**src/rtl/mem_arb_pkg.sv**
```systemverilog
// Shared encodings for the unified-memory arbiter: FSM states and requester IDs.
package mem_arb_pkg;

  typedef enum logic [1:0] {
    IDLE  = 2'd0,
    ISSUE = 2'd1,
    WAIT  = 2'd2
  } state_t;

  localparam logic OWN_I = 1'b0;
  localparam logic OWN_D = 1'b1;

endpackage

```
**src/rtl/mem_arb_pick.sv**
```systemverilog
// Combinational grant between fetch and data requesters.
// Round-robin selection is built only when MEM_ARB_ROUND_ROBIN_EN is defined.
module mem_arb_pick
  import mem_arb_pkg::*;
(
  input  logic i_valid,
  input  logic d_valid,
  input  logic last_owner,
  output logic gnt_valid,
  output logic gnt_owner
);

  assign gnt_valid = i_valid | d_valid;

`ifdef MEM_ARB_ROUND_ROBIN_EN
  always_comb begin
    gnt_owner = d_valid ? OWN_D : OWN_I;
    // on contention the requester that did not win last time goes first
    if (i_valid && d_valid) gnt_owner = ~last_owner;
  end
`else
  logic unused_last;
  assign unused_last = last_owner;
  // data access belongs to an older instruction, so it wins
  assign gnt_owner   = d_valid ? OWN_D : OWN_I;
`endif

endmodule

```
**src/rtl/mem_arbiter.sv**
```systemverilog
// Serialises fetch and data requests onto one single-ported memory, one
// transaction outstanding. Optional round-robin via MEM_ARB_ROUND_ROBIN_EN.
module mem_arbiter
  import mem_arb_pkg::*;
#(
  parameter int WORD_LEN = 32,
  parameter int ADDR_LEN = 32
) (
  input  logic                clk,
  input  logic                rst_n,
  input  logic                i_req_valid,
  output logic                i_req_ready,
  input  logic [ADDR_LEN-1:0] i_addr,
  output logic                i_resp_valid,
  output logic [WORD_LEN-1:0] i_rdata,
  input  logic                d_req_valid,
  output logic                d_req_ready,
  input  logic [ADDR_LEN-1:0] d_addr,
  input  logic                d_wen,
  input  logic [WORD_LEN-1:0] d_wdata,
  output logic                d_resp_valid,
  output logic [WORD_LEN-1:0] d_rdata,
  output logic                mem_valid,
  input  logic                mem_ready,
  output logic [ADDR_LEN-1:0] mem_addr,
  output logic                mem_wen,
  output logic [WORD_LEN-1:0] mem_wdata,
  input  logic                mem_rvalid,
  input  logic [WORD_LEN-1:0] mem_rdata
);

  state_t              state, state_nxt;
  logic                owner, last_owner;
  logic                gnt_valid, gnt_owner, grant, rsp_fire;
  logic [ADDR_LEN-1:0] addr_q;
  logic                wen_q;
  logic [WORD_LEN-1:0] wdata_q;

  mem_arb_pick u_pick (
    .i_valid    (i_req_valid),
    .d_valid    (d_req_valid),
    .last_owner (last_owner),
    .gnt_valid  (gnt_valid),
    .gnt_owner  (gnt_owner)
  );

  // readies are held low while reset is asserted so nothing looks accepted
  assign grant       = rst_n && (state == IDLE) && gnt_valid;
  assign i_req_ready = grant && (gnt_owner == OWN_I);
  assign d_req_ready = grant && (gnt_owner == OWN_D);
  assign rsp_fire    = (state == WAIT) && mem_rvalid;

  assign mem_valid = (state == ISSUE);
  assign mem_addr  = addr_q;
  assign mem_wen   = wen_q;
  assign mem_wdata = wdata_q;

  always_ff @(posedge clk or negedge rst_n) begin
    if (!rst_n) state <= IDLE;
    else        state <= state_nxt;
  end

  always_comb begin
    state_nxt = state;
    case (state)
      IDLE:    if (grant)      state_nxt = ISSUE;
      ISSUE:   if (mem_ready)  state_nxt = WAIT;
      WAIT:    if (mem_rvalid) state_nxt = IDLE;
      default:                 state_nxt = IDLE;
    endcase
  end

  always_ff @(posedge clk or negedge rst_n) begin
    if (!rst_n) begin
      owner   <= OWN_I;
      addr_q  <= '0;
      wen_q   <= 1'b0;
      wdata_q <= '0;
    end else if (grant) begin
      owner <= gnt_owner;
      if (gnt_owner == OWN_D) begin
        addr_q  <= d_addr;
        wen_q   <= d_wen;
        wdata_q <= d_wdata;
      end else begin
        addr_q  <= i_addr;
        wen_q   <= 1'b0;
        wdata_q <= '0;
      end
    end
  end

  always_ff @(posedge clk or negedge rst_n) begin
    if (!rst_n) begin
      i_resp_valid <= 1'b0;
      d_resp_valid <= 1'b0;
      i_rdata      <= '0;
      d_rdata      <= '0;
    end else begin
      i_resp_valid <= rsp_fire && (owner == OWN_I);
      d_resp_valid <= rsp_fire && (owner == OWN_D);
      if (rsp_fire && (owner == OWN_I)) i_rdata <= mem_rdata;
      if (rsp_fire && (owner == OWN_D)) d_rdata <= wen_q ? '0 : mem_rdata;
    end
  end

`ifdef MEM_ARB_ROUND_ROBIN_EN
  always_ff @(posedge clk or negedge rst_n) begin
    if (!rst_n)     last_owner <= OWN_I;
    else if (grant) last_owner <= gnt_owner;
  end
`else
  assign last_owner = OWN_I;
`endif

endmodule

```
**config.mk**
```make
export PLATFORM = sky130hd
export DESIGN_NAME = mem_arbiter
export DESIGN_NICKNAME = d
export VERILOG_FILES = /design/src/rtl/mem_arb_pkg.sv /design/src/rtl/mem_arb_pick.sv /design/src/rtl/mem_arbiter.sv
export SDC_FILE = /design/constraint.sdc
export NUM_CORES = 1
export LEC_CHECK = 0
export BUFFER_PORTS_ARGS = -buffer_cell sky130_fd_sc_hd__buf_4
export CORE_MARGIN = 3
export CORE_UTILIZATION = 39
export CTS_CLUSTER_SIZE = 10
export DETAILED_ROUTE_END_ITERATION = 12
export PLACE_DENSITY = 0.7
export SLEW_MARGIN = 25
export SYNTH_ARGS = -nofsm -noshare
export SYNTH_HDL_FRONTEND = slang
export SYNTH_SLANG_ARGS = --single-unit
```
**constraint.sdc**
```tcl
create_clock -name clk -period 1.49 [get_ports clk]
set_input_delay 0.0745 -clock clk [delete_from_list [all_inputs] [get_ports clk]]
set_output_delay 0.0745 -clock clk [all_outputs]
set_load 0.005 [all_outputs]
```
==> summary.md, run 1 <==
| Metric | Value |
|---|---|
| Status | `finished with violations` |
| Failing checks | `negative setup slack` |
| CP cell instances | `buf_4 > nor4bb_4 > buf_12 > mux2_2` |
| Initial core utilization | `between 40% and 50%` |
| Power Total | `16360 uW` |
| Synth top area share | `58.94%` |
| Netlist cell types | `19` |
| NumNets Final | `960` |
| Max-slew violations | `0` |
| Chip width | `around 130 um` |
| Worst Path Class, Setup | `reg -> reg` |
| Port-buffer cells | `between 200 and 300` |
| Total global routing overflow | `0` |
| First-pass GRT wire length | `26310 um` |
| R2r startpoint | `state[0]` |
| Num CTS Buffers | `17` |
| Area grow syn2layout | `68.15%` |
| Max Buffers Root-to-Sink | `2` |
| Skew-Pair Late Insertion Delay | `0.42 ns` |
| Gr usage total | `20.76%` |
| Wire per inst | `16.40 um` |
| Via count of the first global-routing pass | `around 5.3k` |
| Final wirelength | `16700 um` |
| Most frequent cells in the layout | `276 x buf_4, 133 x dfrtp_1, 97 x nand2_1` |
| Pleak | `approximately 0.005 uW` |
| Share of layout cells above drive strength 1 | `between 50% and 60%` |
| Setup crit end kind | `register` |
| Relative slew slack | `52.24%` |
| Core footprint | `0.01410 mm2` |
| Yosys Warn Count | `0` |
| CP delay by family, top | `buffers and inverters` |
| Worst-case clock skew | `between 0.006 and 0.007 ns` |
| Routed Antenna Nets | `0` |
| # rows | `43` |
| Hold Fails Final Rpt | `0` |
| Die Y-Extent | `roughly 130 um` |
| PnR worst setup slack | `-0.1282 ns` |
| Avg Vias per Cell | `4.748` |
| Vias | `4833` |
| Pwr dens | `~1700 mW/mm2` |
| DR iter-0 viols | `approximately 180` |
| Syn Area/Cell | `roughly 12 um2` |
| Root buffer cell | `clkbuf_16` |
| Ranking of synthesized cells by area | `dfrtp_1 59%, mux2_2 17%, nand2_1 6.4%` |
| F_max | `about 620 MHz` |
| Commonest non-fill, non-tap cell in the layout | `buf_4` |
| Critical Path RT | `~1.8 ns` |
| Finished Layout Cells | `~1.0k` |
| Max-cap violations | `0` |
| Post-Place Cell Area | `0.007988 mm2` |
| Remaining design rule violation count | `0` |
| Yosys top cell by area | `dfrtp_1` |
| Routability cong. | `just under 0.8` |
| Post-place setup slack | `-0.06123 ns` |
| Slew @ Worst Pin | `between 0.7 and 0.8 ns` |
| Syn Inst Count | `between 400 and 500` |
| Unrepaired setup endpoints after global routing | `true` |
| Fin util | `roughly two thirds` |
| Syn Std Cell Area | `about 0.0057 mm2` |
| Post-layout min period | `about 1.6 ns` |
| DP Cell Count | `901` |
| Dpl hpwl | `between 10000 and 15000 um` |
| Hold/Removal Path Class | `in -> reg` |
| CTS tree | `built` |
| Crit Path Max Fanout | `33` |
| Bufs and invs on worst path | `2` |
| Slowest stage cell, crit path | `dfrtp_2` |
| CTS clk-pin slew, worst paths | `roughly 0.06 ns` |
| Start point of the critical path | `state[0]` |
| Ports | `roughly 270` |
| Arrival @ worst endpoint | `1.92 ns` |
| Clock sink count | `134` |
| Syn_nets | `approximately 600` |
| Post-synthesis sequential area ratio | `between 50% and 60%` |
| Final Setup Violations | `72` |
| Max VDD drop | `~0.00082 V` |
| H-tree Lvls | `4` |
| Drt first pass iters | `4` |
| Startpoint types | `register` |
| Diodes inserted | `0` |
| Fin crit share | `108.6%` |
| Initial antenna violation count | `0` |
| Yosys reg bits | `134` |
| CP peak stage delay | `~0.4 ns` |
| Full die area | `~0.016 mm2` |
| Post-route cell area | `approximately 0.0096 mm2` |
| Hold path startpoint | `d_addr[14]` |
| Largest net degree at the start of global routing | `~140` |
## synth_stat cells (all sizes together)
cell,n
dfrtp,134
mux2,98
nand2,97
inv,35
mux2i,33
o21ai,33
clkbuf,18
buf,12
nor2,4
a22o,1
nand4b,1
nor2b,1
nor4bb,1
or3,1
## cells by family after synthesis
kind of cell,synth area share [%]
mux,25.53
compound gates,3.057
simple gates,7.214
flops,58.94
buf+inv,5.256
## final timing paths
check / endpoint / slack (ns) / depth (start not counted)
hold / removal: mem_addr[14] / 0.02 / 3
max in group asynchronous: mem_wdata[0] / 0.59 / 3
setup / recovery: i_rdata[14] / -0.13 / 4
setup reg to reg: i_rdata[14] / -0.13 / 4
hold reg to reg: d_rdata[4] / 0.48 / 2
min in group asynchronous: state[1] / 0.37 / 3
## per-layer routing
layer	routed length [um]	up-vias	global-route usage, %
met3	1401	37	7.326
li1	-	2255	-
met2	8533	215	36.33
met5	0	-	0
met4	433	0	9.274
met1	6329	2326	22.61
## state kept, by name, summed over array words and instances, names as in the netlist
register	flops
d_rdata	32
d_resp_valid	1
i_rdata	32
i_resp_valid	1
mem_addr	32
mem_wdata	32
mem_wen	1
owner	1
state	2
## where the power goes
part           switching [uW]  internal, uW  leakage (uW)
clock network            1570          2950      0.000303
logic                    2140          3590       0.00295
registers                 912          5210       0.00167
total                    4620         11700       0.00491
## cell type report
type	instances	area (um2)
Fill cell	1017	4529
Sequential cell	134	3354
Timing Repair Buffer	367	3129
Multi-Input combinational cell	270	2083
Clock buffer	22	474.2
Tap cell	180	225.2
Clock inverter	10	168.9
Inverter	35	131.4
## worst reg2reg max path, delay by kind of cell, from the launching register on
kind	cells	cell delay, ns
buffers and inverters	2	0.42
DFF	1	0.40
muxes	1	0.37
and+or+nand+nor	1	0.33
## through the flow
stage	hold WS, ns	TNS, ns
after floorplan	-0.2211	0
after CTS	0.0006014	-7.397
after detailed placement	0.2571	-1.894
after global placement	0.2395	-0.8892
final	0.02327	-5.563
after global routing	0.006189	-8.662
## timing repair
item	in CTS	in global routing
gates resized for setup	8	5
setup buffers	5	1
hold buffers	76	0
endpoints found under the hold margin	238	0
cloned	1	2
pin swaps	1	1
endpoints found under the setup margin	63	94
(Power assumes the default switching activity.)
==> inputs of run 2 (changes only) <==
--- a/config.mk
+++ b/config.mk
@@ -11,5 +11,5 @@
 export CTS_CLUSTER_SIZE = 10
 export DETAILED_ROUTE_END_ITERATION = 12
-export PLACE_DENSITY = 0.7
+export PLACE_DENSITY = 0.67
 export SLEW_MARGIN = 25
 export SYNTH_ARGS = -nofsm -noshare
==> constraint.sdc (replaced) <==
create_clock -name clk -period 1.6 [get_ports clk]
set_input_delay 0.08 -clock clk [delete_from_list [all_inputs] [get_ports clk]]
set_output_delay 0.08 -clock clk [all_outputs]
set_load 0.05 [all_outputs]
==> run 2 against run 1 <==
Effect of this change: the run still ends with negative setup slack left; worst hold slack worse by 0.0017 ns; total power up 24%; critical path depth did not move; flip-flop and latch count did not move; design area about the same.
==> summary.md, run 2 (synthesis gave the netlist of run 1 again) <==
| Metric | Value |
|---|---|
| Worst Path Class, Setup | `reg -> out` |
| Pwr dens | `~2100 mW/mm2` |
| R2r endpoint | `i_rdata[1]` |
| Total global routing overflow | `0` |
| Worst-case clock skew | `approximately 0.0096 ns` |
| Crit Path Max Fanout | `4` |
| Uppermost layer routed | `met5` |
| Failing checks | `negative setup slack` |
| Switching pwr | `9399 uW` |
| PnR worst setup slack | `-0.04868 ns` |
| Routed Antenna Nets | `0` |
| H-tree Lvls | `4` |
| Remaining design rule violation count | `0` |
| First-pass GRT wire length | `about 26000 um` |
| Initial core utilization | `approximately two fifths` |
| Status | `finished with violations` |
| Area grow syn2layout | `68.11%` |
| Hold path startpoint | `i_addr[24]` |
| Final wirelength | `between 15000 and 20000 um` |
| Met1 WL | `about 6300 um` |
| CP cell instances | `or3_4 > buf_12 > nor2_4 > buf_6` |
| Initial antenna violation count | `1` |
| Most frequent cells in the layout | `278 x buf_4, 134 x dfrtp_1, 97 x nand2_1` |
| Via count of the first global-routing pass | `between 5k and 6k` |
| Sw Share | `roughly 46%` |
| Power Total | `just over 20000 uW` |
| R2r setup slk | `-0.03 ns` |
| Max VDD drop | `around 0.0018 V` |
| Slew @ Worst Pin | `roughly 0.7 ns` |
| Largest net degree at the start of global routing | `about 140` |
| Comb power frac | `a little over half` |
| Internal power | `10970 uW` |
| Max-cap violations | `0` |
| Hold/Removal Path Class | `in -> reg` |
| End of the worst hold path | `mem_addr[24]` |
| Arrival @ worst endpoint | `approximately 1.6 ns` |
| Die Y-Extent | `about 130 um` |
| Register share of total power | `roughly 28%` |
| Final Setup Violations | `10` |
| Setup TNS | `-0.1796 ns` |
| Gr usage total | `20.37%` |
| Share of layout cells above drive strength 1 | `between 50% and 60%` |
| F_max | `between 600 and 700 MHz` |
| Commonest non-fill, non-tap cell in the layout | `buf_4` |
| Max-slew violations | `0` |
| Dpl hpwl | `~11000 um` |
| Unrepaired setup endpoints after global routing | `true` |
| DR WL met3 | `~1600 um` |
| Core footprint | `~0.014 mm2` |
| Critical Path RT | `1.52 ns` |
| Routability cong. | `0.7696` |
| Clock sink count | `approximately 130` |
| Vias | `approximately 4.8k` |
| Port-buffer cells | `between 200 and 300` |
| Worst hold stages | `3` |
| Full die area | `~0.016 mm2` |
| Ports | `269` |
| Num CTS Buffers | `17` |
| Max Buffers Root-to-Sink | `2` |
| Pleak | `between 0.004 and 0.005 uW` |
| Clock power share | `between 10% and 20%` |
| Hold Fails Final Rpt | `0` |
| R2r startpoint | `state[0]` |
| Reg2Reg Depth | `5` |
| Slowest stage cell, crit path | `or3_4` |
| Diodes inserted | `0` |
| Relative slew slack | `between 50% and 60%` |
| Avg Vias per Cell | `roughly 4.7` |
| # rows | `43` |
| Post-layout min period | `1.649 ns` |
| NumNets Final | `958` |
| CTS clk-pin slew, worst paths | `approximately 0.05 ns` |
| Met2 routed WL | `between 8000 and 9000 um` |
| Fin crit share | `103.0%` |
| Drt first pass iters | `4` |
| Root buffer cell | `clkbuf_16` |
| Chip width | `roughly 130 um` |
| Skew-Pair Late Insertion Delay | `approximately 0.41 ns` |
| Wire per inst | `between 15 and 20 um` |
| CTS tree | `built` |
| Setup crit end kind | `output pin` |
| DR iter-0 viols | `around 220` |
| Startpoint types | `register` |
| CP peak stage delay | `about 0.4 ns` |
run 2: changes by cell type in the layout (fill, tap and decap cells not counted), sizes merged:
cell	previous run	this run
dlygate4sd3	76	71
buf	288	289
clkinvlp	3	4
clkbuf	24	25
bufinv	4	3
clkinv	2	3
run 2: cell type report:
cell class	count	area (um2)
flip-flops and latches	134	3353
clock buffers	21	470.5
well taps	180	225.2
fillers	1042	4532
repair buffers	365	3109
clock inverters	11	147.6
multi-input cells	270	2127
inverters	35	131.4
run 2: worst max-delay path by stage:
stage / from / to / slack, ns / cells after the start
global route: state[0] / d_req_ready / -0.14 / 4
detailed placement: state[0] / i_rdata[8] / 0.08 / 3
global placement: state[0] / i_rdata[13] / 0.13 / 3
finish: state[0] / d_req_ready / -0.05 / 4
CTS: state[0] / d_req_ready / -0.06 / 4
floorplan: state[1] / d_req_ready / -0.09 / 5
run 2: layer usage:
| layer | GRT usage, % | vias up |
|---|---|---|
| met3 | 9.221 | 43 |
| li1 | - | 2253 |
| met5 | 0 | - |
| met4 | 9.401 | 2 |
| met1 | 22.30 | 2275 |
| met2 | 33.87 | 207 |
run 2: power by group through the flow:
stage,clock (uW),sequential (uW),combinational [uW]
after global routing,4310,5890,11100
after CTS,4110,5690,10500
after global placement,0,5670,10100
after detailed placement,0,5720,10200
final,4030,5710,10600
after floorplan,0,10700,1780
run 2: repair_timing:
item | in CTS | in global routing
pin swaps | 2 | 1
gates cloned | 1 | 5
resized for setup | 5 | 19
hold buffers | 71 | 0
buffers inserted | 7 | 3
endpoints found under the hold margin | 235 | 0
endpoints found under the setup margin | 2 | 50
run 2: per-stage QoR:
stage / cell area (um2) / util, % / hold WS (ns) / setup WS (ns) / instances
6_report: 9564 / 67.85 / 0.02159 / -0.04868 / 1016
5_1_grt: 9564 / 67.85 / 0.002035 / -0.1356 / 1016
4_1_cts: 9368 / 66.46 / 0.001336 / -0.06434 / 1009
3_5_place_dp: 7933 / 56.28 / 0.2689 / 0.07522 / 898
3_3_place_gp: 7933 / 56.28 / 0.2491 / 0.1270 / 898
2_1_floorplan: 5694 / - / -0.2156 / -0.09247 / 469
run 2: worst max-delay path: cells and delay by family (launching register included):
family | cells | cell delay [ns]
flops | 1 | 0.37
simple gates | 2 | 0.48
buf+inv | 2 | 0.31
